[src/rtl/pe_array_pkg.sv]
// Shared opcodes, direction codes, state encoding and instruction record for
// the PE array command sequencer.
package pe_array_pkg;

  localparam logic [2:0] OP_NOP   = 3'd0;
  localparam logic [2:0] OP_LOAD  = 3'd1;
  localparam logic [2:0] OP_SHIFT = 3'd2;
  localparam logic [2:0] OP_MAC   = 3'd3;
  localparam logic [2:0] OP_READ  = 3'd4;

  localparam logic [1:0] DIR_UP    = 2'd0;
  localparam logic [1:0] DIR_DOWN  = 2'd1;
  localparam logic [1:0] DIR_LEFT  = 2'd2;
  localparam logic [1:0] DIR_RIGHT = 2'd3;

  typedef enum logic [2:0] {
    ST_IDLE,
    ST_ISSUE,
    ST_WAIT,
    ST_ACK,
    ST_ERROR
  } seq_state_e;

  typedef struct packed {
    logic [2:0] op;
    logic [1:0] dir;
    logic       img;
  } instr_t;

endpackage

[src/rtl/seq_watchdog.sv]
// Cycle counter for the WAIT state; tc is high during the TIMEOUT-th enabled
// cycle since the last clear.
module seq_watchdog #(
  parameter int TIMEOUT = 255
) (
  input  logic clk,
  input  logic rst_n,
  input  logic clr,
  input  logic en,
  output logic tc
);

  localparam int W = $clog2(TIMEOUT + 1);
  localparam logic [W-1:0] TC_VAL = W'(TIMEOUT - 1);

  logic [W-1:0] cnt_q, cnt_d;

  assign tc = en && (cnt_q == TC_VAL);

  always_comb begin
    cnt_d = cnt_q;
    if (clr)                         cnt_d = '0;
    else if (en && (cnt_q < TC_VAL)) cnt_d = cnt_q + W'(1);
  end

  always_ff @(posedge clk or negedge rst_n) begin
    if (!rst_n) cnt_q <= '0;
    else        cnt_q <= cnt_d;
  end

endmodule

[src/rtl/pe_array_sequencer.sv]
// Single-entry command sequencer: issues one host instruction REPEAT+1 times to
// the PE array, handshaking on the array's AND-reduced ready.
module pe_array_sequencer
  import pe_array_pkg::*;
#(
  parameter int REPEAT_W = 4,
  parameter int TIMEOUT  = 255,
  parameter int CNT_W    = 16
) (
  input  logic                CLK,
  input  logic                RST_N,
  input  logic                instr_valid,
  output logic                instr_ready,
  input  logic [2:0]          instr_opcode,
  input  logic [1:0]          instr_dir,
  input  logic                instr_image,
  input  logic [REPEAT_W-1:0] instr_repeat,
  input  logic                array_ready,
  output logic [2:0]          command_to_execute,
  output logic [1:0]          shift_direction,
  output logic                image_to_shift,
  output logic                array_ack,
  output logic                busy,
  output logic                done,
  output logic                err,
  input  logic                err_clear,
  output logic [CNT_W-1:0]    op_count
);

  seq_state_e          state_q, state_d;
  instr_t              cur_q, cur_d;
  logic [REPEAT_W-1:0] rem_q, rem_d;
  logic [2:0]          cmd_q, cmd_d;
  logic                ack_q, ack_d;
  logic                done_q, done_d;
  logic                busy_q, busy_d;
  logic                err_q, err_d;
  logic                ready_q, ready_d;
  logic [CNT_W-1:0]    cnt_q, cnt_d;
  logic                wd_tc;

  seq_watchdog #(.TIMEOUT(TIMEOUT)) u_wd (
    .clk   (CLK),
    .rst_n (RST_N),
    .clr   (state_q != ST_WAIT),
    .en    (state_q == ST_WAIT),
    .tc    (wd_tc)
  );

  always_comb begin
    state_d = state_q;
    cur_d   = cur_q;
    rem_d   = rem_q;
    unique case (state_q)
      ST_IDLE: if (instr_valid && ready_q) begin
        cur_d   = '{op: instr_opcode, dir: instr_dir, img: instr_image};
        rem_d   = instr_repeat;
        state_d = ST_ISSUE;
      end
      ST_ISSUE: state_d = ST_WAIT;
      // ready beats the watchdog when both land in the same cycle
      ST_WAIT: begin
        if (array_ready) state_d = ST_ACK;
        else if (wd_tc)  state_d = ST_ERROR;
      end
      ST_ACK: begin
        if (rem_q == '0) state_d = ST_IDLE;
        else begin
          rem_d   = rem_q - REPEAT_W'(1);
          state_d = ST_ISSUE;
        end
      end
      ST_ERROR: if (err_clear) state_d = ST_IDLE;
      default:  state_d = ST_IDLE;
    endcase

    // Outputs are decoded from the next state so they leave flops aligned with it
    cmd_d   = ((state_d == ST_ISSUE) || (state_d == ST_WAIT)) ? cur_d.op : OP_NOP;
    ack_d   = (state_d == ST_ACK);
    done_d  = (state_d == ST_ACK) && (rem_d == '0);
    busy_d  = (state_d != ST_IDLE);
    err_d   = (state_d == ST_ERROR);
    ready_d = (state_d == ST_IDLE);
    cnt_d   = cnt_q + CNT_W'(ack_d);
  end

  always_ff @(posedge CLK or negedge RST_N) begin
    if (!RST_N) begin
      state_q <= ST_IDLE;
      cur_q   <= '0;
      rem_q   <= '0;
      cmd_q   <= OP_NOP;
      ack_q   <= 1'b0;
      done_q  <= 1'b0;
      busy_q  <= 1'b0;
      err_q   <= 1'b0;
      ready_q <= 1'b0;
      cnt_q   <= '0;
    end else begin
      state_q <= state_d;
      cur_q   <= cur_d;
      rem_q   <= rem_d;
      cmd_q   <= cmd_d;
      ack_q   <= ack_d;
      done_q  <= done_d;
      busy_q  <= busy_d;
      err_q   <= err_d;
      ready_q <= ready_d;
      cnt_q   <= cnt_d;
    end
  end

  assign instr_ready        = ready_q;
  assign command_to_execute = cmd_q;
  assign shift_direction    = cur_q.dir;
  assign image_to_shift     = cur_q.img;
  assign array_ack          = ack_q;
  assign busy               = busy_q;
  assign done               = done_q;
  assign err                = err_q;
  assign op_count           = cnt_q;

endmodule

[config.mk]
export PLATFORM = sky130hd
export DESIGN_NAME = pe_array_sequencer
export DESIGN_NICKNAME = d
export VERILOG_FILES = /design/src/rtl/pe_array_pkg.sv /design/src/rtl/seq_watchdog.sv /design/src/rtl/pe_array_sequencer.sv
export SDC_FILE = /design/constraint.sdc
export NUM_CORES = 1
export LEC_CHECK = 0
export ABC_CLOCK_PERIOD_IN_PS = 3600
export CORE_MARGIN = 8
export CORE_UTILIZATION = 55
export CTS_BUF_LIST = sky130_fd_sc_hd__clkbuf_16
export CTS_CLUSTER_DIAMETER = 150
export DETAILED_ROUTE_END_ITERATION = 8
export PLACE_DENSITY = 0.85
export RECOVER_POWER = 50
export SKIP_LAST_GASP = 1
export SLEW_MARGIN = 20
export SYNTH_ARGS = -nofsm -noshare
export SYNTH_HDL_FRONTEND = slang
export SYNTH_SLANG_ARGS = --single-unit
[constraint.sdc]
create_clock -name CLK -period 3.6 [get_ports CLK]
set_clock_uncertainty 0.2 [all_clocks]
set_input_delay 0.54 -clock CLK [delete_from_list [all_inputs] [get_ports CLK]]
set_output_delay 0.54 -clock CLK [all_outputs]
set_load 0.05 [all_outputs]
Word level (Yosys, flattened, before mapping):

Index checks and enable logic that the tools add are counted.

* $lt $le $gt $ge: 1
* shift operators: 0
* reductions and logical operators: 12
* mux-type cells: 14
* multipliers: 0
* div/mod/pow operators: 0
* bitwise logic cells: 0
* $add $sub $neg: 3
* equal/unequal tests: 10

Operators by type and width (count)
* 16-bit by 1-bit adder with 16-bit output: 1
* 8-bit two-way mux: 2
* 3-bit two-way mux: 5
* 3-bit case mux with 5 select lines: 1
* 3-bit by 2-bit == test with 1-bit output (second input constant): 4
* 6-bit two-way mux: 2
* 8-bit by 1-bit adder with 8-bit output (second input constant): 1
* 8-bit == test (second input constant): 1
* 4-bit logical NOT: 2
* 8-bit < comparator (second input constant): 1
* 4-bit two-way mux: 2
* 4-bit case mux with 2 select lines: 1
* 3-bit by 1-bit == test with 1-bit output (second input constant): 2
* 3-bit == test (second input constant): 2
* 3-bit logical NOT: 2
* 1-bit logical AND: 4
* 4-bit by 1-bit subtractor with 4-bit output (second input constant): 1
* 3-bit by 2-bit inequality test with 1-bit output (second input constant): 1
* 3-bit nonzero test: 1
* 2-bit AND reduction: 1
* 2-bit nonzero test: 1
* 1-bit logical OR: 1
* 1-bit two-way mux: 1

* ROM bits: 0
* logic and storage cells: 53
* memories: 0
* flip-flop bits (word level): 45
* bits in latches: 0
* bits in writable memories: 0

Logic depth before layout (Yosys ltp):

* depth in word-level cells: 8
* depth in mapped cells: 9

Modules after synthesis:

Synthesis repeated with hierarchy kept, for this count alone.

* cell total of the unflattened synthesis: 196
* area, all modules: 2213.4 sq um

By module, submodules not included
* pe_array_sequencer: area an instance 1675.4 sq um, instances 1, cells an instance 143
* seq_watchdog: area an instance 538.0 sq um, instances 1, cells an instance 53

Worst setup path after synthesis:

No wires, ideal clock.

* kind: flip-flop to flip-flop
* from: reg state_q[0]
* to: reg cnt_q[10] (netlist: op_count[10])
* cell stages (with the launch flop): 10
* setup slack: 1.200 ns
* data arrival time: 2.059 ns
* path through: dfrtp_1 buf_6 or3b_1 buf_6 nor2_2 ha_1 ha_1 and3_1 nand4_1 xnor2_1

* cells in the longest elaborated chain, start to end: 7

Ends and longest elaborated chain
* start, declared: line pe_array_sequencer.sv:30 `seq_state_e state_q, state_d;`
* start signal, assigned: line pe_array_sequencer.sv:100 `state_q <= state_d;`
* 3-bit by 2-bit == test with 1-bit output: line pe_array_sequencer.sv:46, pe_array_sequencer.sv:54
* 1-bit logical AND: line seq_watchdog.sv:18 `assign tc = en && (cnt_q == TC_VAL);`
* 3-bit two-way mux: line pe_array_sequencer.sv:64 `else if (wd_tc) state_d = ST_ERROR;`
* 3-bit two-way mux: line pe_array_sequencer.sv:63 `if (array_ready) state_d = ST_ACK;`
* 3-bit case mux with 5 select lines (*): line pe_array_sequencer.sv:54 `unique case (state_q)`
* 3-bit by 2-bit == test with 1-bit output (*): line pe_array_sequencer.sv:79 `ack_d = (state_d == ST_ACK);`
* via ack_d: line pe_array_sequencer.sv:34 `logic ack_q, ack_d;`
* 16-bit by 1-bit adder with 16-bit output (*): line pe_array_sequencer.sv:84 `cnt_d = cnt_q + CNT_W'(ack_d);`
* via cnt_d[10]: line pe_array_sequencer.sv:39 `logic [CNT_W-1:0] cnt_q, cnt_d;`
* end signal, assigned: line pe_array_sequencer.sv:109 `cnt_q <= cnt_d;`
* end, declared: line pe_array_sequencer.sv:39

The timed path passes the listed nets; every way through them passes the cells marked *.
A chain may end at the register's enable or synchronous reset.

Worst setup path in the final report:

Same ends and word-level chain as after synthesis.

==> results.json <==
{
  "grt_pass1_vias": 1474,
  "ios": 42,
  "route.detailed.drc": 0,
  "grt_usage_pct": 14.1,
  "post_cts_buffers": 0,
  "die_x_um": 77.6,
  "dp.cells": 276,
  "place.gp.congestion": 0.799,
  "slew_headroom_pct": 3.65,
  "netlist.area_leader.share_pct": 54.0,
  "yosysTopAreaCell": "dfrtp_1",
  "dieArea_um2": 6020,
  "num_vias": 1532,
  "synth_nets": 213,
  "cp.required_ps": 3560,
  "grt_setup_unrepaired": "false",
  "cellLeakagePower_nw": 1.19,
  "clk_path_buf_depth": 2,
  "worst_pin_slew_ps": 1450,
  "hp-class": "in -> async",
  "final_area_um2": 2690,
  "grt_pass1_wl_um": 6840,
  "routed_wl_um": 4020,
  "cts_hold_buf": 0,
  "end_kind": "flop",
  "fin_crit_ps": 2740,
  "rows": 22,
  "grt_antenna_before_repair": 0,
  "setup_tns_ps": 0,
  "finalHoldViolations": 0,
  "tritoncts": "done",
  "grt_overflow": 0,
  "hpwl_um": 2900,
  "initial_core_util_pct": 57.0,
  "yosysWarningCount": 0,
  "register_area_um2": 1130,
  "layout_common_cells": "dfrtp_1, clkdlybuf4s50_1, nand2_1, nor2_1, nand3_1",
  "run_status": "completed",
  "drive_above_1_share_pct": 5.91,
  "port_buffers": 41,
  "maxSlewViolCount": 0,
  "layout_commonest_cell": "dfrtp_1",
  "grt_max_degree": 46,
  "drt_iter0_markers": 104,
  "synth.area.top_cells": "dfrtp_1, xnor2_1, ha_1",
  "cp-start-kind": "flop",
  "cts_resized": 0,
  "h-tree-depth": 2,
  "cts_buffers": 5,
  "setup_viol": 0,
  "avgRoutedWirePerCell_um": 14.1,
  "synth_seq_cells": 45,
  "cts_root_buf": "clkbuf_16",
  "final_nets": 257,
  "cp.arrival_ps": 2710,
  "fmaxAchievable_mhz": 365,
  "placed_area_um2": 2510,
  "crit_type": "reg -> reg",
  "nFillCells": 252,
  "cts.sinks": 45,
  "cp_max_fo": 10,
  "core_area_um2": 3660,
  "multi_input_area_um2": 865,
  "syn_area_um2": 2090,
  "clk_latency_ps": 280,
  "firstDrtPassIters": 4,
  "ir_drop_v": 0.000398,
  "diodes": 0,
  "syn_to_final_growth_pct": 29.0,
  "viasPerCell": 5.38,
  "synth_cell_types": 38,
  "drv.max_cap_violation_count": 0,
  "ant_nets": 0,
  "synth_area_per_cell_um2": 10.9,
  "synth_cells": 192,
  "finalNonFillerCells": 285,
  "pwr_density_cell_nw_per_um2": 763,
  "period_share_pct": 76.2,
  "clkTransAtPathRegs_ps": 60,
  "ys_seq_area_share_pct": 54.0,
  "die_h_um": 77.6
}
==> cells in the mapped netlist, drive strengths merged <==
| cell type | n |
|---|---|
| dfrtp | 45 |
| nand2 | 19 |
| nor2 | 14 |
| nand3 | 13 |
| xnor2 | 12 |
| inv | 11 |
| nor3 | 7 |
| ha | 6 |
| mux2i | 6 |
| a211oi | 5 |
| a21oi | 5 |
| and3 | 5 |
| buf | 5 |
| o21ai | 5 |
| xor2 | 5 |
| nand4 | 4 |
| and2 | 3 |
| o211ai | 3 |
| a31oi | 2 |
| and4 | 2 |
| nand2b | 2 |
| nand3b | 2 |
| a2111o | 1 |
| mux2 | 1 |
| nor2b | 1 |
| nor3b | 1 |
| nor4b | 1 |
| o21ba | 1 |
| o22a | 1 |
| o31a | 1 |
| or3 | 1 |
| or3b | 1 |
| or4 | 1 |
==> cell families after synthesis <==
group,count (synthesis),synth area share [%]
buffers and inverters,16,4.14
AND/OR/NAND/NOR,77,19.6
adder cells (fa/ha/maj),6,3.60
multiplexers,7,3.42
XOR/XNOR,17,7.14
AO/OA/AOI/OAI,24,8.16
flip-flops,45,54.0
==> where the power goes <==
| part | total [W] | switching (W) | internal (W) |
|---|---|---|---|
| combinational | 0.000743 | 0.000475 | 0.000268 |
| clock | 0.000577 | 0.000181 | 0.000396 |
| sequential | 0.000734 | 0.0000988 | 0.000635 |
| total | 0.00205 | 0.000755 | 0.00130 |
==> layer usage <==
metal | wire length, um | up-vias | GRT usage (%)
li1 | - | 754 | -
met1 | 1760 | 729 | 17.0
met2 | 1960 | 41 | 21.9
met3 | 216 | 8 | 5.30
met4 | 84 | 0 | 6.23
met5 | 0 | - | 0
==> area by class of cell <==
type | instances | area share, %
clock buffers | 5 | 4.65
flip-flops and latches | 45 | 41.9
inverters | 11 | 1.53
well taps | 48 | 2.23
repair buffers | 42 | 15.2
clock inverters | 3 | 2.42
multi-input cells | 131 | 32.1
==> flip-flops by register name, indices dropped and copies added (netlist names) <==
| signal | count |
|---|---|
| busy | 1 |
| op_count | 16 |
| u_wd.cnt_q | 8 |
| array_ack | 1 |
| shift_direction | 2 |
| instr_ready | 1 |
| rem_q | 4 |
| err | 1 |
| done | 1 |
| state_q | 3 |
| command_to_execute | 3 |
| cur_q | 3 |
| image_to_shift | 1 |
==> path summary, 6_finish.rpt <==
kind                               from                  to  slack [ps]  depth (start not counted)
max                          state_q[0]        op_count[10]         860                          7
min                               RST_N          state_q[2]         160                          1
max reg2reg                  state_q[0]        op_count[10]         860                          7
min reg2reg                op_count[15]        op_count[15]         270                          1
max in group asynchronous         RST_N  shift_direction[0]        1210                          2
min in group CLK           op_count[15]        op_count[15]         270                          1
==> through the flow <==
stage	utilization (%)	hold WS (ps)	power, W	setup WS, ps
2_1_floorplan	-	44.4	0.00129	1200
3_3_place_gp	68.5	259	0.00148	1010
3_5_place_dp	68.5	266	0.00149	913
4_1_cts	73.7	245	0.00207	937
5_1_grt	73.5	251	0.00218	626
6_report	73.5	163	0.00205	857
==> worst max-delay path: stages (launching register included) <==
cell	delay [ps]
dfrtp_1	460
or3b_1	570
nor2_1	320
ha_1	280
ha_1	250
and3_1	270
nand4_1	140
xnor2_1	150
No activity file was read; power rests on OpenSTA's default activity.
==> RTL edit 1 (same flow settings) <==
Set the parameter `REPEAT_W` to 6 (it was 4).
--- a/src/rtl/pe_array_sequencer.sv
+++ b/src/rtl/pe_array_sequencer.sv
@@ -3,7 +3,7 @@
 module pe_array_sequencer
   import pe_array_pkg::*;
 #(
-  parameter int REPEAT_W = 4,
+  parameter int REPEAT_W = 6,
   parameter int TIMEOUT  = 255,
   parameter int CNT_W    = 16
 ) (
Ports: changed (resized instr_repeat); port bits go from 42 to 44. No check against the original RTL was run, so the function may have changed too.
==> RTL edit 1 against the unedited design <==
  * Power grew 3.5%
  * Clock power shrank 22%
  * The flow now finishes with violations (max-capacitance violations, max-slew violations)
  * Final area grew 3.3%
  * Sequential cell count grew 2
  * Critical path depth is the same
  * Worst setup slack gained 0.10 ns
  * Maximum frequency grew 3.9%
  * Area after synthesis grew 5.5%
  * Highest routed layer unchanged
  * Combinational power grew 17%
  * Wire length grew 18%
  * Sequential power grew 11%
  * Critical path type unchanged
  * Global-route usage grew 1.6 points
==> RTL edit 1: results (changes against the unedited design) <==
* Nonclk buf count at 44 (+4.8%)
* Worst vdd ir at 368.9 uV (-7.4%)
* Overall routing resource usage at 0.1573 (+0.01635)
* Failing checks: max-capacitance violations, max-slew violations
* Nets at 260 (+1.2%)
* Worst-Margin Slew at 2.344 ns (+0.8990 ns)
* Synth Net Count at 219 (+2.8%)
* RD Place Congestion at 0.8240 (+3.2%)
* Crit path max fanout at 5 (-5)
* Max-cap viol count at 1 (+1)
* Layout clock area frac at 0.05225 (-0.01845)
* Layout cell share with drive strength beyond 1 at 0.08368 (+0.02461)
* Fillcell total at 298 (+18%)
* Global-route wire length before repair at 7866 um (+15%)
* Via count at 1640 (+7.0%)
* FF/Latch Area at 1176 um^2 (+4.4%)
* WL met3 at 334 um (+55%)
* Worst setup margin at 0.9607 ns (+0.1036 ns)
* DR iter-0 viols at 97 (-6.7%)
* Fin. max-slew vios at 48 (+48)
* Fraction of area in multi-input gates at 0.3383 (+0.01689)
* Cell Count Post-Placement at 281 (+1.8%)
* Yosys reg bits at 47 (+4.4%)
* Hold WC Path Type: reg -> reg
* Mean Syn Cell Area at 11.17 um^2 (+2.8%)
* Met1 usage at 0.1844 (+0.01392)
* Leak Pwr at 1.194 nW (about the same)
* Largest net degree at the start of global routing at 48 (+4.3%)
* Synth cell count leaders: 47 x dfrtp_1, 14 x nand2_1, 14 x xnor2_1
* IO buf count at 43 (+4.9%)
* Ranking of synthesized cells by area: dfrtp_1 53%, xnor2_1 5.6%, mux2_2 3.1%
* Non-clock inverter instance count of the final layout at 6 (-5)
* Post-layout instance area at 2778 um^2 (+3.3%)
* Non-Clock Buffer Area Fraction at 0.1554 (+0.003778)
* Worst setup endpoint: done$_DFF_PN0_
* Run status: complete, but fails checks
* Post-DP HPWL at 3212 um (+11%)
* Crit path DAT at 2.63 ns (-0.08 ns)
* R2R setup slack at 0.96 ns (+0.10 ns)
* Final Non-Filler Cells at 289 (+1.4%)
RTL edit 1: logic make-up (layout without fill, tap and decap cells):
| group | Yosys count | in the layout | synth area share |
|---|---|---|---|
| AO/OA/AOI/OAI | 32 | 32 | 0.09670 |
| XOR/XNOR | 18 | 18 | 0.07167 |
| adder cells (fa/ha/maj) | 5 | 5 | 0.02844 |
| buffers and inverters | 16 | 58 | 0.03583 |
| flip-flops | 47 | 47 | 0.5347 |
| multiplexers | 7 | 7 | 0.03527 |
| AND/OR/NAND/NOR | 72 | 72 | 0.1974 |
RTL edit 1: worst max-delay path, cell delays in order, from the launching register on:
cell and delay (ns):
dfrtp_1 0.43, inv_1 0.08, ha_1 0.25, nor3b_1 0.43, a211oi_1 0.13, a2111o_1 0.41, or4b_1 0.49, nor4_2 0.14
RTL edit 1: power breakdown:
| part | switching (mW) | internal [mW] | total [mW] |
|---|---|---|---|
| logic | 0.531 | 0.335 | 0.866 |
| registers | 0.142 | 0.670 | 0.812 |
| clock network | 0.193 | 0.256 | 0.448 |
| total | 0.866 | 1.26 | 2.13 |
RTL edit 1: worst min-delay path by stage:
stage                                   startpoint                        endpoint  slack, ns
detailed placement          op_count[15]$_DFF_PN0_          op_count[15]$_DFF_PN0_       0.28
finish                       op_count[5]$_DFF_PN0_           op_count[5]$_DFF_PN0_       0.30
global placement            op_count[15]$_DFF_PN0_          op_count[15]$_DFF_PN0_       0.26
CTS                                          RST_N                  busy$_DFF_PN0_       0.26
global route        shift_direction[1]$_DFFE_PN0P_  shift_direction[1]$_DFFE_PN0P_       0.32
floorplan                                    RST_N             array_ack$_DFF_PN0_       0.04
==> RTL edit 2 (same flow settings) <==
Without the edit above. Re-encode `seq_state_e` (5 states) as one-hot, 5 bits wide.
--- a/src/rtl/pe_array_pkg.sv
+++ b/src/rtl/pe_array_pkg.sv
@@ -13,12 +13,12 @@
   localparam logic [1:0] DIR_LEFT  = 2'd2;
   localparam logic [1:0] DIR_RIGHT = 2'd3;
 
-  typedef enum logic [2:0] {
-    ST_IDLE,
-    ST_ISSUE,
-    ST_WAIT,
-    ST_ACK,
-    ST_ERROR
+  typedef enum logic [4:0] {
+    ST_IDLE  = 5'b00001,
+    ST_ISSUE = 5'b00010,
+    ST_WAIT  = 5'b00100,
+    ST_ACK   = 5'b01000,
+    ST_ERROR = 5'b10000
   } seq_state_e;
 
   typedef struct packed {
Function: same outputs for any inputs over 10 cycles, from zero or initial values and one cycle with RST_N low; not proved beyond that.
==> RTL edit 2 against the unedited design <==
  * The run now ends with max-capacitance violations, max-slew violations left
  * Worst setup slack worse by 0.084 ns
  * Combinational power is 12% lower
  * Area after synthesis is 4.9% higher
  * Utilization is 2.2 points lower
  * Final area is 3.7% higher
  * Non-clock buffer count stayed put
  * Sequential cell count is 2 higher
  * Power is 7.7% lower
  * First-iteration DRC count is 8.7% higher
  * Die area is 3.9% higher
  * Highest routed layer unchanged
  * Wire length is 15% higher
  * Final cell count is 3.2% higher
==> RTL edit 2: results (changes against the unedited design) <==
* Run status: complete, but fails checks
* Failing checks: max-capacitance violations, max-slew violations
* Final wirelength at 4634 um (+15%)
* Synth cell count leaders: 46 x dfrtp_1, 15 x nor2_1, 13 x nand2_1
* Pre-Repair DR Iteration Count at 4 (unchanged)
* IO buf count at 41 (unchanged)
* Cell Count Post-Placement at 286 (+3.6%)
* Initial antenna violation count at 0 (unchanged)
* DP Worst Slack at 0.8612 ns (-0.05211 ns)
* Hold_sp: op_count[15]$_DFF_PN0_
* Synth Net Count at 221 (+3.8%)
* Yosys cell types at 46 (+21%)
* RD Place Congestion at 0.7947 (-0.51%)
* Worst-Margin Slew at 2.435 ns (+0.9894 ns)
* Diodes inserted at 0 (unchanged)
* Worst-Skew Late Latency at 0.28 ns (about the same)
* Post-synth ARST share at 1.000 (unchanged)
* Post-DP HPWL at 3345 um (+15%)
* Post-CTS Resized at 0 (unchanged)
* Crit path max fanout at 11 (+1)
* Via count at 1637 (+6.9%)
* Worst vdd ir at 425.9 uV (+6.9%)
* Root buffer cell: clkbuf_16
* Met3 usage at 0.03499 (-0.01801)
* Nets at 263 (+2.3%)
* YS warnings at 0 (unchanged)
* Crit path DAT at 2.83 ns (+0.12 ns)
* Clock-pin transition on the worst setup and hold timing paths at 0.06 ns (about the same)
* Residual DRC count at 0 (unchanged)
* Crit path launch: state_q[3]$_DFF_PN0_
* Fin. max-slew vios at 48 (+48)
* Max-cap viol count at 1 (+1)
* Mean Syn Cell Area at 10.89 um^2 (+0.22%)
* Ranking of synthesized cells by area: dfrtp_1 53%, xnor2_1 3.2%, xor2_1 3.2%
* Layout cell share with drive strength beyond 1 at 0.07787 (+0.01880)
* Overall routing resource usage at 0.1519 (+0.01100)
* Global-route wire length before repair at 7659 um (+12%)
* Vias per cell at 5.568 (+3.6%)
* Met1 usage at 0.1771 (+0.006680)
* Grt met2 use at 0.2662 (+0.04735)
* Sequential cell area fraction in the yosys report at 0.5380 (-0.001870)
* CTS H-tree depth at 2 (unchanged)
* Hold WC Path Type: reg -> reg
* CTS max path bufs at 2 (unchanged)
* DR iter-0 viols at 113 (+8.7%)
* Placed cell areas at 2629 um^2 (+4.9%)
* Post-CTS setup buffers at 0 (unchanged)
* Max reg flops at 16 (unchanged)
* Total CTS buffers at 5 (unchanged)
* EDFF count, synth at 0 (unchanged)
* Leak Pwr at 1.239 nW (+3.9%)
* Largest net degree at the start of global routing at 48 (+4.3%)
==> RTL edit 2: cell count changes in the layout (fill, tap and decap cells not counted), sizes merged, moves of 3 or more <==
cell / unedited run / this run
xnor2: 12 / 8
nand2: 19 / 13
a211oi: 5 / 1
mux2: 1 / 6
xor2: 5 / 8
a21boi: 0 / 4
nor4: 0 / 6
nand3: 13 / 10
and3: 5 / 8
mux2i: 6 / 1
==> RTL edit 2: report_power, final <==
| part | leakage (nW) | switching [mW] | internal, mW |
|---|---|---|---|
| Sequential | 0.620 | 0.0910 | 0.640 |
| Combinational | 0.538 | 0.388 | 0.265 |
| Clock | 0.0812 | 0.187 | 0.325 |
| Total | 1.24 | 0.666 | 1.23 |
==> RTL edit 2: layout make-up <==
type | count | area, um^2
Clock inverter | 3 | 41.29
Tap cell | 50 | 62.56
Clock buffer | 5 | 125.1
Timing Repair Buffer | 42 | 407.9
Inverter | 9 | 33.78
Fill cell | 299 | 1124
Multi-Input combinational cell | 138 | 942.2
Sequential cell | 47 | 1177
==> RTL edit 2: worst max-delay path, stage by stage, from the launching register on <==
cell	delay [ns]
dfrtp_1	0.48
nor4_1	0.60
and3_1	0.29
ha_1	0.24
ha_1	0.23
nand2_1	0.11
nor3_1	0.25
and3_1	0.21
xor2_1	0.14
==> RTL edit 2: path summary, 6_finish.rpt <==
| kind | to | slack [ns] | cells after the start |
|---|---|---|---|
| hold reg to reg | op_count[15]$_DFF_PN0_ | 0.27 | 1 |
| setup / recovery | op_count[10]$_DFF_PN0_ | 0.77 | 8 |
| setup reg to reg | op_count[10]$_DFF_PN0_ | 0.77 | 8 |
| min in group asynchronous | command_to_execute[0]$_DFF_PN0_ | 0.80 | 1 |
| max in group asynchronous | u_wd.cnt_q[5]$_DFFE_PN0P_ | 1.02 | 1 |
| hold / removal | op_count[15]$_DFF_PN0_ | 0.27 | 1 |
==> RTL edit 2: cell families (layout without fill, tap and decap cells) <==
| family | after synthesis | in the layout | synth area share |
|---|---|---|---|
| AO/OA/AOI/OAI | 32 | 32 | 0.1081 |
| XOR/XNOR | 16 | 16 | 0.06404 |
| adder cells (fa/ha/maj) | 5 | 5 | 0.02859 |
| buffers and inverters | 16 | 59 | 0.03144 |
| flip-flops | 47 | 47 | 0.5380 |
| multiplexers | 7 | 7 | 0.03545 |
| AND/OR/NAND/NOR | 78 | 78 | 0.1944 |
==> RTL edit 2: per-layer routing <==
metal  wire length [um]  vias up  share of wire
met3                172        5          0.037
li1                   -      806              -
met2               2382       29           0.51
met4                 63        0          0.014
met5                  0        -              0
met1               2016      797           0.44
